### src/rtl/mem_port_arbiter.sv
// Two-requester front end for a single-port RAM with combinational read.
// One access is granted per cycle; read data is registered and returned with a one-cycle rvalid pulse.
module mem_port_arbiter #(
    parameter int WIDTH     = 8,
    parameter int DEPTH     = 32,
    parameter int FIXED_PRI = 0,
    parameter int AW        = (DEPTH > 1) ? $clog2(DEPTH) : 1
) (
    input  logic             clock,
    input  logic             reset_n,

    input  logic             m0_req,
    input  logic             m0_we,
    input  logic [AW-1:0]    m0_addr,
    input  logic [WIDTH-1:0] m0_wdata,
    output logic             m0_gnt,
    output logic             m0_rvalid,
    output logic [WIDTH-1:0] m0_rdata,

    input  logic             m1_req,
    input  logic             m1_we,
    input  logic [AW-1:0]    m1_addr,
    input  logic [WIDTH-1:0] m1_wdata,
    output logic             m1_gnt,
    output logic             m1_rvalid,
    output logic [WIDTH-1:0] m1_rdata,

    output logic             ram_we,
    output logic [AW-1:0]    ram_addr,
    output logic [WIDTH-1:0] ram_wdata,
    input  logic [WIDTH-1:0] ram_rdata
);

    logic [1:0]       req;
    logic [1:0]       we;
    logic [AW-1:0]    addr  [2];
    logic [WIDTH-1:0] wdata [2];
    logic [1:0]       gnt;
    logic             sel;
    logic             any_gnt;

    // last_gnt_reg: 0 = m0 served last, 1 = m1 served last
    logic             last_gnt_reg;
    logic             last_gnt_next;

    assign req      = {m1_req, m0_req};
    assign we       = {m1_we, m0_we};
    assign addr[0]  = m0_addr;
    assign addr[1]  = m1_addr;
    assign wdata[0] = m0_wdata;
    assign wdata[1] = m1_wdata;

    always_comb begin
        gnt = req;
        if (req == 2'b11) begin
            if (FIXED_PRI != 0) begin
                gnt = 2'b01;
            end else begin
                gnt = last_gnt_reg ? 2'b01 : 2'b10;
            end
        end
    end

    assign sel     = gnt[1];
    assign any_gnt = |gnt;
    assign m0_gnt  = gnt[0];
    assign m1_gnt  = gnt[1];

    // Writes are blocked while reset is held even though grants still follow requests.
    assign ram_we    = any_gnt & we[sel] & reset_n;
    assign ram_addr  = any_gnt ? addr[sel]  : '0;
    assign ram_wdata = any_gnt ? wdata[sel] : '0;

    always_comb begin
        last_gnt_next = last_gnt_reg;
        if (any_gnt) begin
            last_gnt_next = gnt[1];
        end
    end

    always_ff @(posedge clock or negedge reset_n) begin
        if (!reset_n) begin
            last_gnt_reg <= 1'b1;
        end else begin
            last_gnt_reg <= last_gnt_next;
        end
    end

    generate
        for (genvar gi = 0; gi < 2; gi++) begin : g_resp
            logic             pend_rd_reg;
            logic [WIDTH-1:0] rdata_reg;

            always_ff @(posedge clock or negedge reset_n) begin
                if (!reset_n) begin
                    pend_rd_reg <= 1'b0;
                    rdata_reg   <= '0;
                end else begin
                    pend_rd_reg <= gnt[gi] & ~we[gi];
                    if (gnt[gi] & ~we[gi]) begin
                        rdata_reg <= ram_rdata;
                    end
                end
            end
        end
    endgenerate

    assign m0_rvalid = g_resp[0].pend_rd_reg;
    assign m0_rdata  = g_resp[0].rdata_reg;
    assign m1_rvalid = g_resp[1].pend_rd_reg;
    assign m1_rdata  = g_resp[1].rdata_reg;

endmodule

### config.mk
export PLATFORM = sky130hd
export DESIGN_NAME = mem_port_arbiter
export DESIGN_NICKNAME = d
export VERILOG_FILES = /design/src/rtl/mem_port_arbiter.sv
export SDC_FILE = /design/constraint.sdc
export NUM_CORES = 1
export LEC_CHECK = 0
export ABC_AREA = 1
export CAP_MARGIN = 5
export CORE_MARGIN = 2
export CORE_UTILIZATION = 23
export DETAILED_ROUTE_END_ITERATION = 7
export SLEW_MARGIN = 10
export SYNTH_ARGS = -nofsm -noshare
export SYNTH_HDL_FRONTEND = slang
export SYNTH_SLANG_ARGS = --single-unit
### constraint.sdc
create_clock -name clock -period 3 [get_ports clock]
set_clock_uncertainty 0.2 [all_clocks]
set_input_delay 0.6 -clock clock [delete_from_list [all_inputs] [get_ports clock]]
set_output_delay 0.6 -clock clock [all_outputs]
set_load 0.02 [all_outputs]
### Word level (Yosys, flattened, before mapping)

Index checks and enable logic that the tools add are counted.

| operators by class | value |
|---|---|
| $lt $le $gt $ge | 2 |
| equality and inequality tests | 1 |
| multiplexer cells | 12 |
| bitwise operators | 7 |
| reduce and logical (&&, ||, !) cells | 1 |

Operators with widths:

| kind | number |
|---|---|
| 2-to-1 mux 8 bit | 4 |
| 2-to-1 mux 5 bit | 4 |
| bitwise AND 1 bit | 4 |
| 2-to-1 mux 2 bit | 2 |
| == test 2 bit, second input constant | 1 |
| >= comparator 2 bit, second input constant | 1 |
| less-than comparator 1 x 2 -> 1 bit, second input constant | 1 |
| 2-to-1 mux 1 bit | 2 |
| NOT 1 bit | 2 |
| NOT 1 -> 2 bit | 1 |
| OR reduction 2 bit | 1 |

| word-level totals | value |
|---|---|
| register bits | 19 |
| input port bits | 40 |
| output and inout bits | 34 |
| word-level logic and storage cells | 28 |

### Longest topological paths before layout

| depth | value |
|---|---|
| depth in word-level cells | 7 |
| mapped depth | 7 |
| mapped depth without buffers | 6 |

### Worst setup path after synthesis

No wires, ideal clock.

| path | value |
|---|---|
| kind | input to output |
| start point | input m1_we |
| end point | output ram_we |
| arrival | 1.300 ns |
| slack | 0.900 ns |
| cell stages on the path | 4 |
| cell sequence | clkinv_1 -> nand3_2 -> nand2_1 -> nor2_1 |

| between the ends | value |
|---|---|
| longest elaborated chain between the ends | 4 |

Ends and longest elaborated chain:

| element | line | RTL |
|---|---|---|
| from (decl) | 21 | `input logic m1_we,` |
| 2-to-1 mux 1 bit (implied by the code) (2 in a row) | 70 | `assign ram_we = any_gnt & we[sel] & reset_n;` |
| bitwise AND 1 bit (2 in a row) | 70 |  |
| to (decl) | 28 | `output logic ram_we,` |

Every way passes these cells. The select of a mux whose other input is x is not followed.

### Final worst setup path

| path | value |
|---|---|
| start point | input m0_req |
| end point | output m0_gnt |

| between the ends | value |
|---|---|
| longest elaborated chain between the ends | 2 |

Ends and longest elaborated chain:

| element | line | RTL |
|---|---|---|
| from (decl) | 12 | `input logic m0_req,` |
| == test 2 bit | 55 | `if (req == 2'b11) begin` |
| 2-to-1 mux 2 bit * | 55 |  |
| to (decl) | 16 | `output logic m0_gnt,` |

Mark *: on every way between the ends. The rest lies on a longest branch, timed or not.

==> impl_metrics.py <==
metrics = {
    "die": {
        "fp-row-count": 25,
        "num_io_pins": 74,
        "die_y_um": 74.4,
        "core-area_um2": 4750,
        "die_area_um2": 5530,
        "initial_utilization": 0.240,
        "die-width_um": 74.4,
    },
    "setup_path": {
        "crit_path_end_kind": "output pin",
        "worstSetupStartpointType": "input pin",
        "r2r-end": "m0_rdata[1]",
        "reg2reg_setup_slack_ns": 1.53,
        "critPathMaxFanout": 14,
        "r2r_cells": 6,
        "crit_required_ns": 2.20,
        "crit-reg2reg-launch": "last_gnt_reg",
        "path_class": "in -> out",
        "arrival_ns": 2.07,
    },
    "routing": {
        "vias": 1300,
        "vias_per_cell": 4.08,
        "first_iter_violations": 105,
        "route.detailed.drc": 0,
        "drt-total-wl_mm": 3.37,
        "drt_first_pass_iters": 4,
        "ant_nets": 0,
        "post_drt_wl_per_cell_um": 10.6,
    },
    "yosys": {
        "syn-mean-instance-area_um2": 6.67,
        "synth.cell_area_um2": 1140,
        "yosysWarnings": 0,
        "synth.distinct_cells": 14,
        "postSynthCellCount": 171,
        "synth_area_leaders": "dfrtp_1, nand2_1, inv_1",
        "ys_ff_latch": 19,
        "yosysSeqAreaShare": 0.418,
        "yosysTopAreaCell": "dfrtp_1",
        "yosys.area.top_type_share": 0.395,
        "syn_nets": 211,
    },
    "cells_and_area": {
        "final_cells": 319,
        "area_growth_pct": 82.0,
        "n_antenna_cell": 0,
        "nFillCells": 508,
        "drive_above_1_share": 0.0794,
        "fin_nets": 293,
    },
    "hold_path": {
        "min_path_cells": 2,
        "hold_end": "m0_rdata[0]",
        "min_from": "m0_rdata[0]",
        "min_path_type": "reg -> reg",
    },
    "sta": {
        "rsz0062_at_grt": "no",
        "setup_viol": 0,
        "post-route-period-util": 0.958,
        "fin_crit_ns": 2.87,
        "hold_violations": 0,
        "worstMarginPinSlew_ns": 0.278,
        "final_max_slew_viol_count": 0,
        "fmax_ghz": 0.348,
        "relSlewSlack": 0.815,
        "holdWs_ns": 0.273,
    },
    "power": {
        "p_sw_frac": 0.341,
        "powerDensity_nw_per_um2": 430,
        "p_int_uw": 589,
        "p_switching_uw": 304,
        "p_leak_nw": 1.27,
        "power_frac_clock": 0.202,
        "pwr-share-seq": 0.361,
        "ir_drop_uv": 159,
        "comb_power_share": 0.437,
    },
    "clock_tree": {
        "numCtsBuffers": 3,
        "cts_tree": "yes",
        "cts_sinks": 19,
        "clock_latency_ns": 0.26,
        "htree_levels": 1,
        "root_buffer": "clkbuf_8",
        "cts_buffer_depth": 2,
        "clk_pin_slew_ns": 0.07,
    },
    "job": {
        "maxCapViolCount": 0,
    },
    "placed_design": {
        "gp_congestion": 0.705,
        "portBuffers": 73,
        "hpwl_mm": 2.71,
        "dp_cells": 315,
    },
    "outcome": {
        "outcome": "complete, no violations",
    },
    "grt": {
        "antenna_found_initial": 0,
        "grt_pass1_vias": 1216,
        "grt_pass1_wl_mm": 5.42,
        "grt_max_degree": 20,
        "grt_usage": 0.128,
        "overflow": 0,
    },
}
## cell usage after synthesis
| master | instances |
|---|---|
| buf_6 | 2 |
| buf_4 | 1 |
| nand2_2 | 2 |
| o21a_1 | 1 |
| nand2_1 | 88 |
| inv_1 | 32 |
| nand4_1 | 16 |
| clkinv_1 | 2 |
| dfstp_2 | 1 |
| dfrtp_1 | 18 |
| nor2_1 | 1 |
| nand3_2 | 2 |
| nand2_4 | 1 |
| buf_2 | 4 |
## routing by layer
| metal | up-vias | global-route usage | wire [um] |
|---|---|---|---|
| li1 | 672 | - | - |
| met3 | 5 | 0.0407 | 404 |
| met1 | 550 | 0.170 | 1520 |
| met4 | 0 | 0.0536 | 59 |
| met5 | - | 0 | 0 |
| met2 | 73 | 0.194 | 1380 |
## layout make-up
| class | count | area, um2 | share of cell area |
|---|---|---|---|
| multi-input combinational | 111 | 485 | 0.234 |
| tap | 67 | 83.8 | 0.0404 |
| timing repair buffer | 84 | 856 | 0.413 |
| sequential | 19 | 477 | 0.230 |
| clock buffer | 4 | 45.0 | 0.0217 |
| inverter | 34 | 128 | 0.0615 |
## through the flow
stage	power (mW)	setup TNS (ns)	setup slack [ns]	util	area [um2]
2_1_floorplan	0.510	0	0.900	-	1140
3_3_place_gp	0.726	-0.925	-0.0950	0.421	2000
3_5_place_dp	0.728	-1.19	-0.104	0.421	2000
4_1_cts	0.908	0	0.00621	0.429	2040
5_1_grt	0.951	0	0.0664	0.436	2070
6_report	0.893	0	0.126	0.436	2070
## cells by family (layout without fill, tap and decap cells)
family | after synthesis | count (layout) | share of synthesized area
compound gates | 1 | 1 | 0.00659
simple gates | 110 | 110 | 0.419
flops | 19 | 19 | 0.418
buf+inv | 41 | 122 | 0.156
## critical path: stages
cell and delay, ns:
clkdlybuf4s50_1 0.48, buf_4 0.12, nand2_2 0.17, inv_1 0.10, clkdlybuf4s50_1 0.60
## power by group through the flow
| stage | sequential, mW | combinational, mW | clock (mW) |
|---|---|---|---|
| 3_3_place_gp | 0.327 | 0.399 | 0 |
| 4_1_cts | 0.323 | 0.401 | 0.185 |
| 2_1_floorplan | 0.376 | 0.134 | 0 |
| 3_5_place_dp | 0.327 | 0.400 | 0 |
| 6_report | 0.322 | 0.390 | 0.180 |
| 5_1_grt | 0.327 | 0.429 | 0.195 |
## worst max-delay path by stage
stage                start      endpoint  slack (ns)  depth (start not counted)
floorplan            m1_we        ram_we        0.90                          4
global placement    m1_req  ram_wdata[0]       -0.09                          7
detailed placement  m1_req  ram_wdata[0]       -0.10                          7
CTS                 m0_req  ram_wdata[1]       0.006                          7
global route        m0_req        m0_gnt        0.07                          5
finish              m0_req        m0_gnt        0.13                          5
## cell usage in the layout, fill, tap and decap left out
cell / n
dlymetal6s2s_1: 13
nand2_1: 88
clkdlybuf4s50_1: 58
nand3_2: 2
dfstp_2: 1
buf_12: 1
clkbuf_1: 1
dlygate4sd2_1: 2
inv_1: 32
clkinv_1: 2
nand2_2: 2
buf_4: 10
o21a_1: 1
nand2_4: 1
clkbuf_8: 3
nor2_1: 1
nand4_1: 16
dfrtp_1: 18
## repair_timing
| item | in CTS | in global routing |
|---|---|---|
| pin swaps | 0 | 0 |
| buffers inserted | 0 | 0 |
| setup endpoints to repair | 14 | 13 |
| gates resized for setup | 2 | 13 |
| hold buffers | 0 | 0 |
Power figures use the tool's default switching activity.
